**src/rtl/hdmi_packet_pkg.sv**
```systemverilog
// Shared types, constants and the BCH step function for HDMI data-island packets.
package hdmi_packet_pkg;

  localparam logic [7:0] SPD_HB0  = 8'h83;
  localparam logic [7:0] BCH_POLY = 8'h83;

  typedef logic [23:0] packet_header_t;
  typedef logic [55:0] subpacket_t;

  typedef enum logic {ColIdle, ColCollect} col_state_e;
  typedef enum logic [1:0] {CkIdle, CkSum, CkDone} ck_state_e;

  // One serial BCH step: shift right, fold the polynomial in when the output bit differs from d.
  function automatic logic [7:0] next_ecc(input logic [7:0] ecc, input logic d);
    return (ecc >> 1) ^ ((ecc[0] ^ d) ? BCH_POLY : 8'h00);
  endfunction

endpackage

```
**src/rtl/packet_ecc_lfsr.sv**
```systemverilog
// 8-bit BCH LFSR advancing one or two data bits per clock; clear restarts from zero.
module packet_ecc_lfsr
  import hdmi_packet_pkg::*;
(
  input  logic       clk_i,
  input  logic       rst_ni,
  input  logic       clr_i,
  input  logic       en_i,
  input  logic       two_i,
  input  logic [1:0] d_i,
  output logic [7:0] ecc_o
);

  logic [7:0] ecc_q, ecc_d;
  logic [7:0] base, step1;

  // Clear with enable folds the first bit into a zero seed, so clock 0 data is not lost.
  always_comb begin
    base  = clr_i ? 8'h00 : ecc_q;
    step1 = next_ecc(base, d_i[0]);
    ecc_d = ecc_q;
    if (en_i) begin
      ecc_d = two_i ? next_ecc(step1, d_i[1]) : step1;
    end else if (clr_i) begin
      ecc_d = 8'h00;
    end
  end

  // LFSR state register.
  always_ff @(posedge clk_i or negedge rst_ni) begin
    if (!rst_ni) begin
      ecc_q <= 8'h00;
    end else begin
      ecc_q <= ecc_d;
    end
  end

  assign ecc_o = ecc_q;

endmodule

```
**src/rtl/spd_info_frame_receiver.sv**
```systemverilog
// SPD InfoFrame sink: collects 32-clock data-island packets, checks BCH ECC, header and
// checksum, and publishes vendor name, product description and source device info.
module spd_info_frame_receiver
  import hdmi_packet_pkg::*;
#(
  parameter bit         CHECK_ECC        = 1'b1,
  parameter logic [7:0] EXPECTED_VERSION = 8'd1,
  parameter logic [4:0] EXPECTED_LENGTH  = 5'd25
) (
  input  logic         clk_pixel,
  input  logic         reset_n,
  input  logic         island_valid,
  input  logic         packet_start,
  input  logic         header_bit,
  input  logic [7:0]   sub_bits,
  output logic [63:0]  vendor_name,
  output logic [127:0] product_description,
  output logic [7:0]   source_device_information,
  output logic         spd_present,
  output logic         spd_update,
  output logic         ecc_error,
  output logic         checksum_error,
  output logic         overrun
);

  // ---------------------------------------------------------------- collector
  col_state_e col_state_q, col_state_d;
  logic [4:0] cnt_q, cnt_d;
  logic [4:0] k;
  logic       take, complete, lfsr_clr, hdr_en, sub_en;

  packet_header_t        hdr_q, hdr_d;
  logic [7:0]            hdr_rx_q, hdr_rx_d;
  subpacket_t [3:0]      sp_q, sp_d;
  logic [3:0][7:0]       sp_rx_q, sp_rx_d;
  logic [7:0]            hdr_ecc;
  logic [3:0][7:0]       sp_ecc;

  // Decode which packet clock (k) this cycle carries; packet_start always restarts at 0.
  always_comb begin
    take     = island_valid && (packet_start || (col_state_q == ColCollect));
    k        = packet_start ? 5'd0 : cnt_q;
    complete = take && (k == 5'd31);
    lfsr_clr = take && (k == 5'd0);
    hdr_en   = take && (k < 5'd24);
    sub_en   = take && (k < 5'd28);
  end

  // Collector state register.
  always_ff @(posedge clk_pixel or negedge reset_n) begin
    if (!reset_n) begin
      col_state_q <= ColIdle;
      cnt_q       <= 5'd0;
    end else begin
      col_state_q <= col_state_d;
      cnt_q       <= cnt_d;
    end
  end

  // Collector next state: counter wraps 31 -> 0 on completion; a gap in island_valid aborts.
  always_comb begin
    col_state_d = col_state_q;
    cnt_d       = cnt_q;
    if (take) begin
      cnt_d       = k + 5'd1;
      col_state_d = complete ? ColIdle : ColCollect;
    end else if (!island_valid) begin
      col_state_d = ColIdle;
    end
  end

  // Collector outputs: route each clock's bits to data or received-ECC positions.
  always_comb begin
    hdr_d    = hdr_q;
    hdr_rx_d = hdr_rx_q;
    sp_d     = sp_q;
    sp_rx_d  = sp_rx_q;
    if (take) begin
      if (k < 5'd24) begin
        hdr_d[k] = header_bit;
      end else begin
        hdr_rx_d[k[2:0]] = header_bit;
      end
      for (int i = 0; i < 4; i++) begin
        if (k < 5'd28) begin
          sp_d[i][{k, 1'b0}] = sub_bits[2*i];
          sp_d[i][{k, 1'b1}] = sub_bits[2*i+1];
        end else begin
          sp_rx_d[i][{k[1:0], 1'b0}] = sub_bits[2*i];
          sp_rx_d[i][{k[1:0], 1'b1}] = sub_bits[2*i+1];
        end
      end
    end
  end

  // Packet data and received ECC capture.
  always_ff @(posedge clk_pixel or negedge reset_n) begin
    if (!reset_n) begin
      hdr_q    <= '0;
      hdr_rx_q <= '0;
      sp_q     <= '0;
      sp_rx_q  <= '0;
    end else begin
      hdr_q    <= hdr_d;
      hdr_rx_q <= hdr_rx_d;
      sp_q     <= sp_d;
      sp_rx_q  <= sp_rx_d;
    end
  end

  packet_ecc_lfsr u_hdr_ecc (
    .clk_i  (clk_pixel),
    .rst_ni (reset_n),
    .clr_i  (lfsr_clr),
    .en_i   (hdr_en),
    .two_i  (1'b0),
    .d_i    ({1'b0, header_bit}),
    .ecc_o  (hdr_ecc)
  );

  for (genvar i = 0; i < 4; i++) begin : g_sub_ecc
    packet_ecc_lfsr u_sub_ecc (
      .clk_i  (clk_pixel),
      .rst_ni (reset_n),
      .clr_i  (lfsr_clr),
      .en_i   (sub_en),
      .two_i  (1'b1),
      .d_i    (sub_bits[2*i+1 -: 2]),
      .ecc_o  (sp_ecc[i])
    );
  end

  // ---------------------------------------------------------------- shadow / handoff
  packet_header_t   hdr_sh_q;
  subpacket_t [3:0] sp_sh_q;
  logic             load_q, load_d, ck_busy, ecc_bad;

  assign load_d = complete && !ck_busy;

  // Shadow copy of a finished packet; load_q marks the cycle the checker sees it.
  always_ff @(posedge clk_pixel or negedge reset_n) begin
    if (!reset_n) begin
      load_q   <= 1'b0;
      hdr_sh_q <= '0;
      sp_sh_q  <= '0;
    end else begin
      load_q <= load_d;
      if (load_d) begin
        hdr_sh_q <= hdr_q;
        sp_sh_q  <= sp_q;
      end
    end
  end

  // LFSRs and received ECC still hold the finished packet during load_q: a following
  // packet's clock 0 only takes effect at the end of that cycle.
  assign ecc_bad = (hdr_ecc != hdr_rx_q) || (sp_ecc != sp_rx_q);

  // ---------------------------------------------------------------- checker
  ck_state_e    ck_state_q, ck_state_d;
  logic [4:0]   idx_q, idx_d;
  logic [7:0]   sum_q, sum_d, sum_next, cur_byte;
  logic [247:0] pkt_bytes;
  logic         header_ok, pkt_accept, last_byte;
  logic [63:0]  vendor_new;
  logic [127:0] pd_new;
  logic [7:0]   sdi_new;

  // Byte n of the packet: HB0..HB2 then PB0..PB27.
  assign pkt_bytes  = {sp_sh_q, hdr_sh_q};
  assign cur_byte   = pkt_bytes[{idx_q, 3'b000} +: 8];
  assign sum_next   = sum_q + cur_byte;
  assign header_ok  = (hdr_sh_q[7:0] == SPD_HB0) && (hdr_sh_q[15:8] == EXPECTED_VERSION) &&
                      (hdr_sh_q[20:16] == EXPECTED_LENGTH);
  assign pkt_accept = header_ok && !(CHECK_ECC && ecc_bad);
  assign last_byte  = (ck_state_q == CkSum) && (idx_q == 5'd30);
  // The last summing cycle no longer needs the shadow, so back-to-back packets hand off cleanly.
  assign ck_busy    = load_q || ((ck_state_q == CkSum) && (idx_q != 5'd30));

  for (genvar n = 0; n < 8; n++) begin : g_vendor
    assign vendor_new[8*(7-n) +: 8] = pkt_bytes[8*(4+n) +: 8];
  end
  for (genvar n = 0; n < 16; n++) begin : g_product
    assign pd_new[8*(15-n) +: 8] = pkt_bytes[8*(12+n) +: 8];
  end
  assign sdi_new = pkt_bytes[8*28 +: 8];

  // Checker state register.
  always_ff @(posedge clk_pixel or negedge reset_n) begin
    if (!reset_n) begin
      ck_state_q <= CkIdle;
      idx_q      <= 5'd0;
      sum_q      <= 8'h00;
    end else begin
      ck_state_q <= ck_state_d;
      idx_q      <= idx_d;
      sum_q      <= sum_d;
    end
  end

  // Checker next state: CK_DONE behaves as idle so a new load is never missed.
  always_comb begin
    ck_state_d = ck_state_q;
    idx_d      = idx_q;
    sum_d      = sum_q;
    unique case (ck_state_q)
      CkSum: begin
        sum_d = sum_next;
        idx_d = idx_q + 5'd1;
        if (idx_q == 5'd30) ck_state_d = CkDone;
      end
      default: begin
        ck_state_d = CkIdle;
        if (load_q && pkt_accept) begin
          ck_state_d = CkSum;
          idx_d      = 5'd0;
          sum_d      = 8'h00;
        end
      end
    endcase
  end

  logic         spd_update_d, checksum_error_d, ecc_error_d, overrun_d;
  logic         spd_update_q, checksum_error_q, ecc_error_q, overrun_q, spd_present_q;
  logic [63:0]  vendor_q;
  logic [127:0] pd_q;
  logic [7:0]   sdi_q;

  // Checker outputs: results are registered so they appear during CK_DONE.
  always_comb begin
    spd_update_d     = last_byte && (sum_next == 8'h00);
    checksum_error_d = last_byte && (sum_next != 8'h00);
    ecc_error_d      = load_q && ecc_bad;
    overrun_d        = complete && ck_busy;
  end

  // Published fields and status pulses.
  always_ff @(posedge clk_pixel or negedge reset_n) begin
    if (!reset_n) begin
      spd_update_q     <= 1'b0;
      checksum_error_q <= 1'b0;
      ecc_error_q      <= 1'b0;
      overrun_q        <= 1'b0;
      spd_present_q    <= 1'b0;
      vendor_q         <= '0;
      pd_q             <= '0;
      sdi_q            <= '0;
    end else begin
      spd_update_q     <= spd_update_d;
      checksum_error_q <= checksum_error_d;
      ecc_error_q      <= ecc_error_d;
      overrun_q        <= overrun_d;
      if (spd_update_d) begin
        spd_present_q <= 1'b1;
        vendor_q      <= vendor_new;
        pd_q          <= pd_new;
        sdi_q         <= sdi_new;
      end
    end
  end

  assign vendor_name               = vendor_q;
  assign product_description       = pd_q;
  assign source_device_information = sdi_q;
  assign spd_present               = spd_present_q;
  assign spd_update                = spd_update_q;
  assign ecc_error                 = ecc_error_q;
  assign checksum_error            = checksum_error_q;
  assign overrun                   = overrun_q;

endmodule
```
**config.mk**
```make
export PLATFORM = sky130hd
export DESIGN_NAME = spd_info_frame_receiver
export DESIGN_NICKNAME = d
export VERILOG_FILES = /design/src/rtl/hdmi_packet_pkg.sv /design/src/rtl/packet_ecc_lfsr.sv /design/src/rtl/spd_info_frame_receiver.sv
export SDC_FILE = /design/constraint.sdc
export NUM_CORES = 1
export LEC_CHECK = 0
export ABC_AREA = 0
export ABC_CLOCK_PERIOD_IN_PS = 6100
export BUFFER_PORTS_ARGS = -buffer_cell sky130_fd_sc_hd__buf_2
export CAP_MARGIN = 20
export CORE_MARGIN = 2
export CORE_UTILIZATION = 46
export DETAILED_ROUTE_END_ITERATION = 12
export SYNTH_ARGS = -nofsm -noshare
export SYNTH_HDL_FRONTEND = slang
export SYNTH_HIERARCHICAL = 1
export SYNTH_SLANG_ARGS = --single-unit
```
**constraint.sdc**
```tcl
create_clock -name clk_pixel -period 6.1 [get_ports clk_pixel]
set_input_delay 0.61 -clock clk_pixel [delete_from_list [all_inputs] [get_ports clk_pixel]]
set_output_delay 0.61 -clock clk_pixel [all_outputs]
set_load 0.02 [all_outputs]
```
==> flow_summary.toml, run 1 <==
[global_routing]
grt_pass1_vias = 20900
grt_max_degree = 185
grt_pass1_wl_um = 138000
track_usage_pct = 23.4
antenna_found_initial = 1
overflow = 0

[logic_synthesis]
synth_edf_count = 0
ys_ff_latch = 803
async_reset_ff_share_pct = 100
synth.avg_cell_area_sq_um = 15.2
synthCells = 2330
synth_top_area_cell = "dfrtp_1"
netlist-cell-type-count = 66
ys_seq_area_share_pct = 56.9
synth_top_area_share_pct = 56.9
synth_flop_cell = "dfrtp_1"
netlist_area_sq_um = 35300
synth.area.top_cells = "dfrtp_1 (57%), mux2_2 (15%), mux2_4 (8.2%)"
yosys_warnings = 6

[final_layout]
layout.nets = 2587
drive_above_1_share_pct = 45.1
diodes = 0
area_growth_pct = 14.6
final_cell_mix = "dfrtp_1 (801), mux2_2 (486), buf_2 (216)"
fin_util_pct = 53.3
layout_commonest_cell = "dfrtp_1"
num-fill-cells = 6180

[clocking]
clockBufferDepth = 3
htreeDepth = 3
insertion_delay_ns = 0.65
cts_buffers = 86
clk_pin_slew_ns = 0.06
cts_tree = "yes"
cts_sinks = 803
ctsResizeCount = 0
cts-root-buf = "clkbuf_16"

[placed_design]
globalplace.congestion = 0.863
port_buffers = 217
place_hpwl_um = 60300

[worst_setup_path]
cpPeakStageDelay_ns = 0.76
r2r_setup_slack_ns = 0.34
cpMostUsedCell = "buf_4"
arrival_ns = 6.27
endpoint_kind = "flip-flop"
crit_slowest_cell = "dfrtp_4"
cp.required_ns = 6.61
regToRegEndpoint = "source_device_information[7]"
cpLargestDelayFamily = "multiplexers"
crit_buf_inv = 3
path_max_fanout = 62
worstPathCellList = "buf_4 > buf_4 > mux4_2 > mux4_2 > mux2_2 > ha_1 > a211oi_2 > or4b_1 > nand4_1 > or4_1 > nand2b_1 > or3_4 > buf_4 > mux2_1"
cp-start-kind = "flip-flop"
worstSetupPathType = "flip-flop to flip-flop"
r2r_cells = 14
reg2reg_from = "idx_q[0]"

[drt]
detail-route-antenna-nets = 0
drcViolationCount = 0
via_per_inst = 5.53
dr_total_vias = 20200
drt_first_pass_iters = 6
routed_wl_um = 91400
wire_per_inst_um = 25.0
drtIter0Drc = 1380

[sta]
slew_viol_final = 0
worst_pin_slew_ns = 1.09
slew-limit-headroom_pct = 27.0
post-route-period-util_pct = 94.4
fmaxAchievable_mhz = 174
clock_skew_ns = 0.0272
setup_tns_ns = 0
setup_viol = 0
hold_viol = 0
period_needed_ns = 5.76
rsz0062_at_grt = "false"
whs_ns = 0.302

[run_status]
outcome = "finished clean"

[job]
maxCapViolCount = 0

[floorplanning]
num_io_pins = 218
die-area_sq_um = 79000
die_h_um = 281
dieWidth_um = 281
core_area_sq_um = 75900
num_rows = 101
start_util_pct = 46.5

[power]
power_density_nw_per_um2 = 304
p_leak_nw = 21.1
ir_worst_vdd_uv = 218

[worst_hold_path]
min_path_type = "input port to flip-flop"
min_from = "island_valid"
hold_end = "cnt_q[2]"
min_path_cells = 3
## worst max-delay path by stage
| stage | startpoint | end | slack (ns) | cells after the start |
|---|---|---|---|---|
| final | idx_q[0] | source_device_information[7] | 0.34 | 14 |
| after global routing | idx_q[0] | source_device_information[7] | 0.08 | 14 |
| after CTS | idx_q[0] | source_device_information[5] | 0.29 | 14 |
| after detailed placement | idx_q[0] | source_device_information[5] | 0.34 | 14 |
| after global placement | idx_q[0] | source_device_information[7] | 0.41 | 14 |
| after floorplan | idx_q[0] | product_description[100] | 0.80 | 17 |
## where the power goes
group | switching [mW] | internal [mW] | total (mW) | leakage [nW]
sequential | 0.247 | 5.56 | 5.81 | 11.1
clock | 2.21 | 3.25 | 5.46 | 1.49
combinational | 0.557 | 0.493 | 1.05 | 8.52
total | 3.01 | 9.31 | 12.3 | 21.1
## flip-flops by register name, summed over array words and instances, names as in the netlist, 24 cells and up
register,cells
g_sub_ecc.u_sub_ecc/ecc_o,32
hdr_q,24
hdr_sh_q,24
pd_new,128
pkt_bytes,96
product_description,128
sp_q,224
sp_rx_q,32
vendor_name,64
## synthesized netlist by cell type (all sizes together), types with 11 or more instances
master    n
dfrtp   803
and3     12
o21ai    30
mux2    739
nor2     82
nand2b   12
a211oi   22
nor2b    11
a21oi    18
nor4     15
mux2i    45
mux4     70
inv      24
buf      41
nand3    16
clkbuf   88
ha       14
xor2     66
nand2    99
## area by class of cell
type,instances,area (sq um),share of cell area (%)
inverters,25,93.8,0.232
well taps,1030,1290,3.18
repair buffers,261,1580,3.89
flip-flops and latches,803,20100,49.7
multi-input cells,1382,14400,35.7
clock inverters,42,507,1.25
clock buffers,117,2480,6.13
## through the flow
stage / std cells / power [mW] / instance area (sq um) / setup WS [ns]
floorplan: 2339 / 6.58 / 35400 / 0.796
global placement: 3497 / 6.90 / 37400 / 0.410
detailed placement: 3500 / 6.95 / 37500 / 0.341
CTS: 3660 / 12.4 / 40500 / 0.294
global route: 3660 / 12.8 / 40500 / 0.0783
finish: 3660 / 12.3 / 40500 / 0.341
## worst reg2reg max path, stage by stage, from the launching register on
cell and delay [ns]:
dfrtp_4 0.76, buf_4 0.37, buf_4 0.21, mux4_2 0.50
mux4_2 0.47, mux2_2 0.28, ha_1 0.34, a211oi_2 0.32
or4b_1 0.16, nand4_1 0.11, or4_1 0.59, nand2b_1 0.19
or3_4 0.38, buf_4 0.45, mux2_1 0.49
## logic make-up (layout without fill, tap and decap cells)
group | count (synthesis) | in the layout | share of synthesized area (%)
XOR/XNOR | 79 | 79 | 2.15
AND/OR/NAND/NOR | 308 | 308 | 4.30
multiplexers | 854 | 854 | 31.4
buffers and inverters | 154 | 445 | 2.52
AO/OA/AOI/OAI | 115 | 115 | 2.20
flip-flops | 803 | 803 | 56.9
other | 2 | 11 | 0.0213
adder cells (fa/ha/maj) | 15 | 15 | 0.553
## timing repair
item                      in CTS  in global routing
buffers inserted               0                  0
hold buffers                   1                  0
hold endpoints to repair      38                  0
## layer usage
layer	up-vias	global-route usage, %	routed length [um]
met5	-	0	0
met2	434	37.7	44200
met1	10800	33.2	41500
li1	8850	-	-
met3	122	3.03	3460
met4	0	6.91	2190
Note: power is estimated with default switching activity, not from simulation.
==> run 2: changes to the inputs <==
--- a/config.mk
+++ b/config.mk
@@ -9,6 +9,7 @@
 export ABC_CLOCK_PERIOD_IN_PS = 6100
 export BUFFER_PORTS_ARGS = -buffer_cell sky130_fd_sc_hd__buf_2
 export CAP_MARGIN = 20
+export CORE_ASPECT_RATIO = 0.9
 export CORE_MARGIN = 2
 export CORE_UTILIZATION = 46
 export DETAILED_ROUTE_END_ITERATION = 12
==> flow_summary.toml, run 2 (synthesized netlist as in run 1, its figures left out) <==
[drt]
drtIter0Drc = 1403
via_per_inst = 5.55
wire_per_inst_um = 24.9
drcViolationCount = 0
detail-route-antenna-nets = 0
routed_wl_um = 91000
dr_total_vias = 20300
drt_first_pass_iters = 5

[floorplanning]
start_util_pct = 46.4
num_rows = 96
die-area_sq_um = 79000
die_h_um = 267
core_area_sq_um = 76200
num_io_pins = 218
dieWidth_um = 296

[global_routing]
grt.met1_usage_pct = 34.3
antenna_found_initial = 6
grt_pass1_wl_um = 137000
met3_usage_pct = 4.32
overflow = 0
track_usage_pct = 23.3
grt.busiest_layer = "met2"
grt_max_degree = 178
grt_use_met2_pct = 35.6
grt_pass1_vias = 20700

[final_layout]
largest_reg_flops = 224
layout_commonest_cell = "dfrtp_1"
num-fill-cells = 6326
drive_above_1_share_pct = 44.6
final_cell_mix = "dfrtp_1 (801), mux2_2 (486), buf_2 (216)"
area_growth_pct = 14.0
largest_register = "sp_q"
layout.nets = 2587
fin_area_sq_um = 40300

[worst_setup_path]
cpPeakStageDelay_ns = 0.95
cp-start-kind = "flip-flop"
arrival_ns = 6.29
crit_slowest_cell = "dfrtp_4"
cp.required_ns = 6.61
worstSetupPathType = "flip-flop to flip-flop"
crit_buf_inv = 1
path_max_fanout = 66
cpMostUsedCell = "mux4_2"
cpLargestDelayFamily = "multiplexers"
endpoint_kind = "flip-flop"
worstPathCellList = "mux4_2 > mux4_2 > mux2_2 > ha_1 > fa_1 > a211oi_2 > or4b_1 > nand4_1 > or4_1 > nand2b_1 > or3_4 > buf_12 > mux2_4"

[placed_design]
port_buffers = 217
place_area_sq_um = 37500
post-place-ws_ns = 0.342
globalplace.congestion = 0.893
place_hpwl_um = 60600

[sta]
fmaxAchievable_mhz = 173
post-route-period-util_pct = 94.8
slew-limit-headroom_pct = 18.4
rsz0062_at_grt = "false"
period_needed_ns = 5.78
clock_skew_ns = 0.0235
setup_viol = 0
setup_tns_ns = 0
hold_viol = 0
slew_viol_final = 0
setup_ws_ns = 0.317
worst_pin_slew_ns = 1.22

[power]
p_leak_nw = 20.9
power_density_nw_per_um2 = 297
ir_worst_vdd_uv = 210

[clocking]
cts_sinks = 803
cts_setup_buffers = 0
cts_buffers = 86
clk_pin_slew_ns = 0.06
cts-root-buf = "clkbuf_16"
ctsResizeCount = 0
cts_hold_buf = 1
clockBufferDepth = 3
cts_tree = "yes"
htreeDepth = 3
insertion_delay_ns = 0.64

[run_status]
outcome = "finished clean"

[job]
maxCapViolCount = 0

[worst_hold_path]
min_path_type = "input port to flip-flop"
run 2: cell count changes in the layout (fill, tap and decap cells not counted), sizes merged:
cell and change:
bufinv -6, clkbuf +9, clkinv -13, clkinvlp +1
diode +2, inv -1
run 2: final timing paths:
path                         startpoint                  endpoint  slack, ns  cells past startpoint
setup / recovery               idx_q[0]  product_description[126]       0.32                     13
hold / removal             island_valid                  cnt_q[0]       0.32                      2
setup reg to reg               idx_q[0]  product_description[126]       0.32                     13
hold reg to reg             spd_present               spd_present       0.47                      1
max in group asynchronous       reset_n                  idx_q[0]       4.03                      3
min in group asynchronous       reset_n           vendor_name[39]       0.58                      2
run 2: area by class of cell:
type	instances	area, sq um	area share (%)
flip-flops and latches	803	20100	49.9
multi-input cells	1382	14400	35.9
clock buffers	126	2520	6.25
repair buffers	261	1590	3.95
well taps	1029	1290	3.20
clock inverters	23	223	0.553
inverters	25	93.8	0.233
diodes	2	5.00	0.0124
run 2: per-layer routing:
metal	wire length, um	up-vias	part of all wire (%)
met2	41800	503	46
met5	25	-	0.027
li1	-	8856	-
met4	2080	4	2.3
met1	42400	10800	47
met3	4640	121	5.1
run 2: power breakdown:
part           internal [mW]  switching (mW)
registers               5.56           0.250
logic                  0.492           0.560
clock network           2.98            2.11
total                   9.04            2.92
run 2: metrics by stage:
| step | power, mW | hold WS [ns] | std cells | utilization, % |
|---|---|---|---|---|
| 3_3_place_gp | 6.90 | 0.446 | 3495 | 49.2 |
| 4_1_cts | 12.1 | 0.281 | 3648 | 52.8 |
| 2_1_floorplan | 6.58 | 0.314 | 2339 | - |
| 3_5_place_dp | 6.96 | 0.458 | 3498 | 49.2 |
| 5_1_grt | 12.5 | 0.306 | 3649 | 52.9 |
| 6_report | 12.0 | 0.321 | 3651 | 52.9 |
